`config.mk`:
```
export PLATFORM = sky130hd
export DESIGN_NAME = arbiter_rr_2ph_flat
export DESIGN_NICKNAME = d
export VERILOG_FILES = /design/src/rtl/arbiter_rr_2ph_pkg.sv /design/src/rtl/arbiter_rr_2ph_if.sv /design/src/rtl/arbiter_rr_2ph_pick.sv /design/src/rtl/arbiter_rr_2ph.sv /design/src/flat_wrapper.sv
export SDC_FILE = /design/constraint.sdc
export NUM_CORES = 1
export LEC_CHECK = 0
export CELL_PAD_IN_SITES_DETAIL_PLACEMENT = 0
export CELL_PAD_IN_SITES_GLOBAL_PLACEMENT = 1
export CORE_MARGIN = 8
export CORE_UTILIZATION = 24
export DETAILED_ROUTE_END_ITERATION = 6
export GPL_ROUTABILITY_DRIVEN = 0
export GPL_TIMING_DRIVEN = 0
export HOLD_SLACK_MARGIN = 0.1
export PLACE_DENSITY_LB_ADDON = 0.12
export SETUP_SLACK_MARGIN = 0.5
export SLEW_MARGIN = 40
export SYNTH_ARGS = -nofsm -noshare
export SYNTH_HDL_FRONTEND = slang
export SYNTH_SLANG_ARGS = --single-unit
```
`constraint.sdc`:
```
create_clock -name clk -period 4.25 [get_ports clk]
set_clock_uncertainty 0.1 [all_clocks]
set_input_delay 0.85 -clock clk [delete_from_list [all_inputs] [get_ports clk]]
set_output_delay 0.85 -clock clk [all_outputs]
set_load 0.05 [all_outputs]
```
`src/rtl/arbiter_rr_2ph_pkg.sv`:
```
// arb_2ph_pkg -- shared types and helpers for the 2-phase round-robin arbiter.
//   arb_state_e : FSM state encoding (IDLE, GRANT)
//   MAX_N       : largest supported channel count
//   ptr_w(n)    : width of a channel index for n channels (at least 1 bit)
package arb_2ph_pkg;

    localparam int MAX_N = 16;

    typedef enum logic {
        IDLE  = 1'b0,
        GRANT = 1'b1
    } arb_state_e;

    function automatic int ptr_w(input int n);
        return (n <= 2) ? 1 : $clog2(n);
    endfunction

endpackage

```
`src/rtl/arbiter_rr_2ph_if.sv`:
```
// arb_2ph_if -- client/resource signal bundle of the 2-phase arbiter.
//   r     : per-channel request (transition signalled), client -> arbiter
//   a     : per-channel acknowledge, arbiter -> client
//   g     : per-channel grant, arbiter -> resource
//   d     : per-channel done, resource -> arbiter
//   owner : index of current/last granted channel
//   busy  : a grant is outstanding
// Modports: slave = arbiter side, master = environment (clients + resource).
interface arb_2ph_if
    import arb_2ph_pkg::*;
#(
    parameter int N = 4
) ();

    localparam int PTR_W = ptr_w(N);

    logic [N-1:0]     r;
    logic [N-1:0]     a;
    logic [N-1:0]     g;
    logic [N-1:0]     d;
    logic [PTR_W-1:0] owner;
    logic             busy;

    modport slave (
        input  r, d,
        output a, g, owner, busy
    );

    modport master (
        output r, d,
        input  a, g, owner, busy
    );

endinterface

```
`src/rtl/arbiter_rr_2ph_pick.sv`:
```
// arb_rr_pick -- combinational round-robin winner selection.
//   pend   : pending request vector
//   ptr    : first index to consider (highest priority this round)
//   valid  : at least one request pending
//   winner : first pending index at or after ptr, wrapping modulo N
// The pending vector is duplicated to 2N bits and the bits below ptr are
// masked off; the lowest set bit of that word, folded back modulo N, is the
// wrapped round-robin winner. The upper copy is never masked, so any pending
// request is always found.
module arb_rr_pick
    import arb_2ph_pkg::*;
#(
    parameter int N = 4
) (
    input  logic [N-1:0]          pend,
    input  logic [ptr_w(N)-1:0]   ptr,
    output logic                  valid,
    output logic [ptr_w(N)-1:0]   winner
);

    localparam int PTR_W = ptr_w(N);

    logic [2*N-1:0] masked;
    logic           found;

    always_comb begin
        masked = {pend, pend} & ({(2*N){1'b1}} << ptr);
        valid  = |pend;
        winner = '0;
        found  = 1'b0;
        for (int i = 0; i < 2*N; i++) begin
            if (!found && masked[i]) begin
                found  = 1'b1;
                winner = (i >= N) ? PTR_W'(i - N) : PTR_W'(i);
            end
        end
    end

endmodule

```
`src/rtl/arbiter_rr_2ph.sv`:
```
// arbiter_rr_2ph -- N-channel 2-phase (transition signalled) arbiter sharing
// one 2-phase resource among N clients inside a clocked island.
//   clk  : clock, all state changes on rising edge
//   rstn : synchronous active-low reset
//   bus  : arb_2ph_if.slave (r/d in, a/g/owner/busy out)
// A channel is pending while r[i] != a[i]. In IDLE the winner gets g toggled
// and the FSM moves to GRANT; when the resource returns d[owner] == g[owner]
// the client is acked and the pointer advances past the owner.
// Build option: ARB_RR_2PH_FIXED_PRIO_EN removes the round-robin pointer and
// always grants the lowest pending index (channel 0 highest priority).
module arbiter_rr_2ph
    import arb_2ph_pkg::*;
#(
    parameter int N = 4
) (
    input  logic       clk,
    input  logic       rstn,
    arb_2ph_if.slave   bus
);

    localparam int PTR_W = ptr_w(N);

    arb_state_e       state;
    logic [N-1:0]     a_q;
    logic [N-1:0]     g_q;
    logic [PTR_W-1:0] owner_q;
    logic             busy_q;
    logic [PTR_W-1:0] rr_ptr;

    logic [N-1:0]     pend;
    logic             win_vld;
    logic [PTR_W-1:0] win;
    logic [PTR_W-1:0] ptr_nxt;

    assign pend    = bus.r ^ a_q;
    assign ptr_nxt = (owner_q == PTR_W'(N - 1)) ? '0 : owner_q + PTR_W'(1);

`ifdef ARB_RR_2PH_FIXED_PRIO_EN
    assign rr_ptr = '0;
`endif

    arb_rr_pick #(.N(N)) u_pick (
        .pend   (pend),
        .ptr    (rr_ptr),
        .valid  (win_vld),
        .winner (win)
    );

    always_ff @(posedge clk) begin
        if (!rstn) begin
            state   <= IDLE;
            a_q     <= '0;
            g_q     <= '0;
            owner_q <= '0;
            busy_q  <= 1'b0;
`ifndef ARB_RR_2PH_FIXED_PRIO_EN
            rr_ptr  <= '0;
`endif
        end else begin
            case (state)
                IDLE: begin
                    if (win_vld) begin
                        g_q[win] <= ~g_q[win];
                        owner_q  <= win;
                        busy_q   <= 1'b1;
                        state    <= GRANT;
                    end
                end
                GRANT: begin
                    // d on other channels is ignored; only the owner's
                    // done phase can close the transaction.
                    if (bus.d[owner_q] == g_q[owner_q]) begin
                        a_q[owner_q] <= ~a_q[owner_q];
                        busy_q       <= 1'b0;
`ifndef ARB_RR_2PH_FIXED_PRIO_EN
                        rr_ptr       <= ptr_nxt;
`endif
                        state        <= IDLE;
                    end
                end
                default: state <= IDLE;
            endcase
        end
    end

`ifdef ARB_RR_2PH_FIXED_PRIO_EN
    logic unused_ptr;
    assign unused_ptr = ^ptr_nxt;
`endif

    assign bus.a     = a_q;
    assign bus.g     = g_q;
    assign bus.owner = owner_q;
    assign bus.busy  = busy_q;

endmodule

```
`src/flat_wrapper.sv`:
```
// flat-port wrapper written by rule: the top's interface ports become plain ports
module arbiter_rr_2ph_flat import arb_2ph_pkg::*;
#(
    parameter int N = 4
)
  (clk, rstn, bus_r, bus_d, bus_a, bus_g, bus_owner, bus_busy);
  arb_2ph_if #(.N(N)) bus_i ();
  input  logic clk;
  input  logic rstn;
  input wire logic [$bits(bus_i.r)-1:0] bus_r;
  input wire logic [$bits(bus_i.d)-1:0] bus_d;
  output wire logic [$bits(bus_i.a)-1:0] bus_a;
  output wire logic [$bits(bus_i.g)-1:0] bus_g;
  output wire logic [$bits(bus_i.owner)-1:0] bus_owner;
  output wire logic [$bits(bus_i.busy)-1:0] bus_busy;
  assign bus_i.r = bus_r;
  assign bus_i.d = bus_d;
  assign bus_a = bus_i.a;
  assign bus_g = bus_i.g;
  assign bus_owner = bus_i.owner;
  assign bus_busy = bus_i.busy;
  arbiter_rr_2ph #(.N(N)) u_core (.clk(clk), .rstn(rstn), .bus(bus_i));
endmodule
```
==> After elaboration in Yosys (flattened, before gate mapping) <==
Index checks and enable logic that the tools add are counted.
{ "totals": {"regBits": 14, "inputBits": 10, "output_inout_bits": 11, "elab_cells": 76} }
{ "classes": {"n_addsub": 1, "order_cmp": 4, "n_eq_ne": 4, "shifts": 1, "mux": 35, "n_bitwise": 5, "n_reduce_logical": 20} }
{ "ops": {"columns": ["op", "count"], "rows": [
  ["$mux W1", 18],
  ["$mux W2", 7],
  ["$logic_and A1 B1 Y1", 9],
  ["$and A8 B8 Y8", 1],
  ["$bmux W1 S2", 4],
  ["$bwmux W4", 2],
  ["$shl A8 B2 Y8 const A", 1],
  ["$logic_not A1 Y1", 7],
  ["$lt A2 B3 Y1 const B", 2],
  ["$reduce_and A2 Y1", 3],
  ["$demux W1 S2", 2],
  ["$ge A2 B1 Y1 const B", 2],
  ["$ne A2 B2 Y1 const B", 2],
  ["$pmux W1 S2", 2],
  ["$reduce_or A4 Y1", 1],
  ["$xor A4 B4 Y4", 1],
  ["$not A1 Y1", 3],
  ["$add A2 B1 Y2 const B", 1],
  ["$eq A2 B2 Y1 const B", 1],
  ["$eq A1 B1 Y1", 1]
]} }

==> Longest topological paths before layout <==
{ "logic_depth": {"depth_word": 29, "depth_mapped": 6, "ltp_nobuf": 5} }

==> Modules after synthesis <==
A second synthesis with hierarchy kept.
{ "unflattened": {"cells_unflattened": 90, "hier_area_um2": 819.5} }
{ "modules_own_cells": {"columns": ["module", "instances", "cells_per_inst", "area_each_um2", "seq_area_each_um2"], "rows": [
  ["arbiter_rr_2ph", 1, 78, 745.7, 280.3],
  ["arb_rr_pick", 1, 12, 73.8, 0.0]
]} }

==> Worst setup path before layout <==
OpenSTA, ideal clock, no wires.
{ "synth_timing": {"kind": "input-to-reg", "startpoint": "in bus_r[2]", "endpoint": "reg u_core.g_q[1] (netlist: u_core.bus.g[1])", "setup_ns": 0.072, "t_arrival_ns": 2.015, "required_ns": 4.078, "setup_slack_ns": 2.063, "path_stages": 6, "path_buffers": 1, "cell_sequence": "xor2_1 > or4_4 > nand2b_2 > buf_6 > nand3b_1 > mux2i_1"} }
{ "synth_between": {"elab_chain_cells": 24, "word_cells_on_any_way": 35, "classes_between": "order compare (2); mux (16); bitwise (3); reduce/logical (14)"} }
{ "synth_lines": {"columns": ["item", "line", "source"], "rows": [
  ["from (decl)", "flat_wrapper.sv:10", "input wire logic [$bits(bus_i.r)-1:0] bus_r;"],
  ["$xor A4 B4 Y4 *", "arbiter_rr_2ph.sv:35", "assign pend = bus.r ^ a_q;"],
  ["$and A8 B8 Y8", "arbiter_rr_2ph_pick.sv:27", "masked = {pend, pend} & ({(2*N){1'b1}} << ptr);"],
  ["$logic_and A1 B1 Y1", "arbiter_rr_2ph_pick.sv:32", "if (!found && masked[i]) begin"],
  ["$mux W1", "arbiter_rr_2ph_pick.sv:32", null],
  ["$logic_not A1 Y1", "arbiter_rr_2ph_pick.sv:32", null],
  ["$logic_and A1 B1 Y1", "arbiter_rr_2ph_pick.sv:32", null],
  ["$mux W1", "arbiter_rr_2ph_pick.sv:32", null],
  ["$logic_not A1 Y1", "arbiter_rr_2ph_pick.sv:32", null],
  ["[... 8 more ...]", null, null],
  ["$logic_not A1 Y1", "arbiter_rr_2ph_pick.sv:32", null],
  ["$logic_and A1 B1 Y1", "arbiter_rr_2ph_pick.sv:32", null],
  ["$mux W2", "arbiter_rr_2ph_pick.sv:32", null],
  ["$lt A2 B3 Y1 (implied by the code) or $ge A2 B1 Y1 (tied branches)", "arbiter_rr_2ph.sv:63", "g_q[win] <= ~g_q[win];"],
  ["$logic_and A1 B1 Y1 (implied by the code)", "arbiter_rr_2ph.sv:63", null],
  ["$mux W1 (implied by the code)", "arbiter_rr_2ph.sv:63", null],
  ["$demux W1 S2", null, null],
  ["$bwmux W4", "arbiter_rr_2ph.sv:63", null],
  ["to (signal, indexed assignment)", "arbiter_rr_2ph.sv:63", null],
  ["to (decl)", "arbiter_rr_2ph.sv:25", "logic [N-1:0] g_q;"]
]} }
Mark *: on every way between the ends. The rest lies on a longest branch, timed or not. The select of a mux whose other input is x is not followed.
A chain may end at the register's enable or synchronous reset.

==> Worst setup path after layout <==
{ "layout_timing": {"startpoint": "in bus_r[3]", "endpoint": "reg u_core.g_q[0] (netlist: u_core.bus.g[0])"} }
{ "layout_between": {"elab_chain_cells": 21, "word_cells_on_any_way": 31, "classes_between": "order compare (2); mux (14); bitwise (3); reduce/logical (12)"} }
{ "layout_lines": {"columns": ["item", "line"], "rows": [
  ["$xor A4 B4 Y4 *", "arbiter_rr_2ph.sv:35"],
  ["$and A8 B8 Y8", "arbiter_rr_2ph_pick.sv:27"],
  ["$logic_and A1 B1 Y1", "arbiter_rr_2ph_pick.sv:32"],
  ["$mux W1", "arbiter_rr_2ph_pick.sv:32"],
  ["$logic_not A1 Y1", "arbiter_rr_2ph_pick.sv:32"],
  ["$logic_and A1 B1 Y1", "arbiter_rr_2ph_pick.sv:32"],
  ["$mux W1", "arbiter_rr_2ph_pick.sv:32"],
  ["$logic_not A1 Y1", "arbiter_rr_2ph_pick.sv:32"],
  ["[... 5 more ...]", null],
  ["$logic_not A1 Y1", "arbiter_rr_2ph_pick.sv:32"],
  ["$logic_and A1 B1 Y1", "arbiter_rr_2ph_pick.sv:32"],
  ["$mux W2", "arbiter_rr_2ph_pick.sv:32"],
  ["$lt A2 B3 Y1 (implied by the code) or $ge A2 B1 Y1 (tied branches)", "arbiter_rr_2ph.sv:63"],
  ["$logic_and A1 B1 Y1 (implied by the code)", "arbiter_rr_2ph.sv:63"],
  ["$mux W1 (implied by the code)", "arbiter_rr_2ph.sv:63"],
  ["$demux W1 S2", null],
  ["$bwmux W4", "arbiter_rr_2ph.sv:63"]
]} }
Marked as above.

==> out/qor.yml <==
outcome:
  status: "completed"
clock_network:
  clock-sinks: 14
  cts.repair.resized: 0
  cts_hold_buf: 0
  cts_buffers: 3
  post_cts_buffers: 0
  cts_max_level: 1
  cts_tree: "built"
  cts-root-buf: "clkbuf_8"
  clock_latency_ps: 240
  path_clk_slew_ps: 60
  clock_path_buffers: 2
routing:
  wl_per_cell_um: 12.50
  drc: 0
  viasPerCell: 4.251
  drtIter0Drc: 16
  dr.pass1.iters: 4
  dr_total_vias: 710
  ant_nets: 0
  routed_wl_mm: 2.088
critical_path:
  cp_cell_sequence: "clkdlybuf4s50_1 > xor2_1 > or4_4 > nand2b_2 > buf_6 > or4_1 > a21boi_1"
  critical-path-top-delay-family: "simple AND/OR/NAND/NOR gates"
  critPathBufInv: 2
  ff2ff_path_depth: 6
  crit_slowest_cell: "clkdlybuf4s50_1"
  regToRegStartpoint: "u_core.bus.a[3]"
  critPathRequiredTime_ps: 4330
  reg2reg_slack_ps: 2330
  cp-start-kind: "primary input"
  path_max_fanout: 7
  crit_type: "primary input to register"
  cp-end-kind: "register"
  rr_endpoint: "u_core.bus.g[0]"
  max_stage_delay_ps: 510
  arrival_ps: 2670
power:
  power_uw: 655.5
  vdd_drop_max_v: 0.0002423
  p_per_area_mw_per_mm2: 540.7
  p_leak_nw: 0.4776
sta:
  period_share_pct: 61.07
  hold_ws_ps: 362.8
  final_max_slew_viol_count: 0
  rsz0062_at_grt: "no"
  tightest_slew_ps: 511.0
  relSlewSlack_pct: 65.83
  fin_tns_setup_ps: 0
  hold_viol_final: 0
  period_minus_slack_ps: 2595
  max_freq_mhz: 385.3
  setup_viol: 0
worst_hold_path:
  holdPathStages: 2
  hold_class: "register to register"
  hold_end: "u_core.bus.busy"
  hold_start: "u_core.bus.busy"
logic_synthesis:
  ys.flop_type: "dfxtp_1"
  yosysWarningCount: 0
  synth_commonest_cells: "14 x dfxtp_1, 11 x nand2_1, 10 x mux2i_1, 6 x xnor2_1"
  synth_edf_count: 0
  synth.avg_cell_area_um2: 9.443
  synth.area.top_cells: "dfxtp_1 31%, mux2i_1 11%, xnor2_1 5.9%, ha_1 5.6%, nand2_1 4.6%"
  syn_inst: 95
  netlist_area_um2: 897.1
  ys_seq_area_share_pct: 31.24
  synth_cell_types: 33
  syn_nets: 109
  synth_seq_cells: 14
  synthArstFlopShare_pct: 0
  yosysMostFrequentCell: "dfxtp_1"
  synth_top_area_share_pct: 31.24
  synth.largest_area_cell: "dfxtp_1"
floorplan:
  initial_utilization_pct: 24.69
  row_count: 22
  chipHeight_um: 77.14
  die_area_mm2: 0.005951
  pin_count: 21
  core-area_mm2: 0.003633
  die_width_um: 77.14
run:
  maxCapViolations: 0
global_routing:
  grt_max_degree: 11
  grtUsageTotal_pct: 7.526
  antenna_found_initial: 0
  grt.overflow.total: 0
  grt_pass1_vias: 760
  grt_pass1_wl_mm: 3.712
placement:
  io_buffers: 20
  post-dp-hpwl_mm: 1.683
final_layout:
  fill_cells: 394
  final-seq-area_um2: 280.3
  nNetsFinal: 134
  num_antenna_cells: 0
  area_delta_synth_final_pct: 35.15
  drive_gt1_share_pct: 9.244
  multi_input_area_um2: 579.3
-- cell families (layout without fill, tap and decap cells) --
| family | Yosys count | after routing | synth area share, % |
|---|---|---|---|
| AOI/OAI and AO/OA | 14 | 14 | 10.32 |
| xor gates and xnor gates | 10 | 10 | 11.44 |
| adders and majority gates | 4 | 4 | 5.579 |
| buffers and inverters | 8 | 32 | 4.183 |
| DFF | 14 | 14 | 31.24 |
| muxes | 12 | 12 | 16.60 |
| and+or+nand+nor | 33 | 33 | 20.64 |
-- final cells by class --
cell class | instances | share of cell area (%)
Tap cell | 48 | 4.954
Timing Repair Buffer | 20 | 16.51
Buffer | 4 | 1.858
Sequential cell | 14 | 23.12
Inverter | 4 | 1.238
Clock buffer | 4 | 4.541
Multi-Input combinational cell | 73 | 47.78
-- sequential cells by signal (all words and copies together), names as in the netlist --
register / cells
u_core.state: 1
u_core.bus.owner: 2
u_core.bus.g: 4
u_core.bus.busy: 1
u_core.rr_ptr: 2
u_core.bus.a: 4
-- stage by stage --
| step | setup slack [ps] | instance area [um^2] | utilization (%) | instances |
|---|---|---|---|---|
| CTS | 1656 | 1212 | 33.37 | 167 |
| floorplan | 2063 | 897.1 | - | 95 |
| global route | 1588 | 1212 | 33.37 | 167 |
| global placement | 1450 | 1157 | 31.85 | 163 |
| detailed placement | 1422 | 1157 | 31.85 | 163 |
| finish | 1655 | 1212 | 33.37 | 167 |
-- metal layers --
| layer | wire, um | vias to the layer above | GRT usage [%] |
|---|---|---|---|
| met3 | 83 | 2 | 1.865 |
| met4 | 23 | 0 | 2.830 |
| met2 | 974 | 9 | 11.96 |
| met5 | 0 | - | 0 |
| met1 | 1007 | 322 | 9.482 |
| li1 | - | 377 | - |
-- worst max path at each step --
stage | from | end | slack (ps) | cells after the start
after global routing | bus_r[2] | u_core.bus.g[0] | 1590 | 6
after global placement | bus_r[3] | u_core.bus.g[0] | 1450 | 7
after floorplan | bus_r[2] | u_core.bus.g[1] | 2060 | 6
after CTS | bus_r[3] | u_core.bus.g[0] | 1660 | 7
after detailed placement | bus_r[3] | u_core.bus.g[0] | 1420 | 7
final | bus_r[3] | u_core.bus.g[0] | 1650 | 7
-- layout by cell type, fill, tap and decap left out, drive strengths merged, types with 2 or more instances in the layout --
cell type,netlist,routed
or4,2,2
clkbuf,3,7
clkdlybuf4s50,0,20
nor2,4,4
ha,4,4
nand2b,6,6
dfxtp,14,14
xor2,4,4
mux4,2,2
nand2,11,11
inv,4,4
a21oi,5,5
nor2b,5,5
mux2i,10,10
xnor2,6,6
-- worst register-to-register path, cell delays in order, from the launching register on --
cell and delay (ps):
dfxtp_1 430, xor2_1 280, or4_4 210, nand2b_2 60, buf_6 130, or4_1 500, a21boi_1 150
-- power by group --
group	internal, mW	leakage (nW)	switching (mW)	total (mW)
combinational	0.141	0.334	0.185	0.327
clock	0.0820	0.0288	0.0493	0.131
sequential	0.162	0.115	0.0359	0.198
Power figures use the tool's default switching activity.
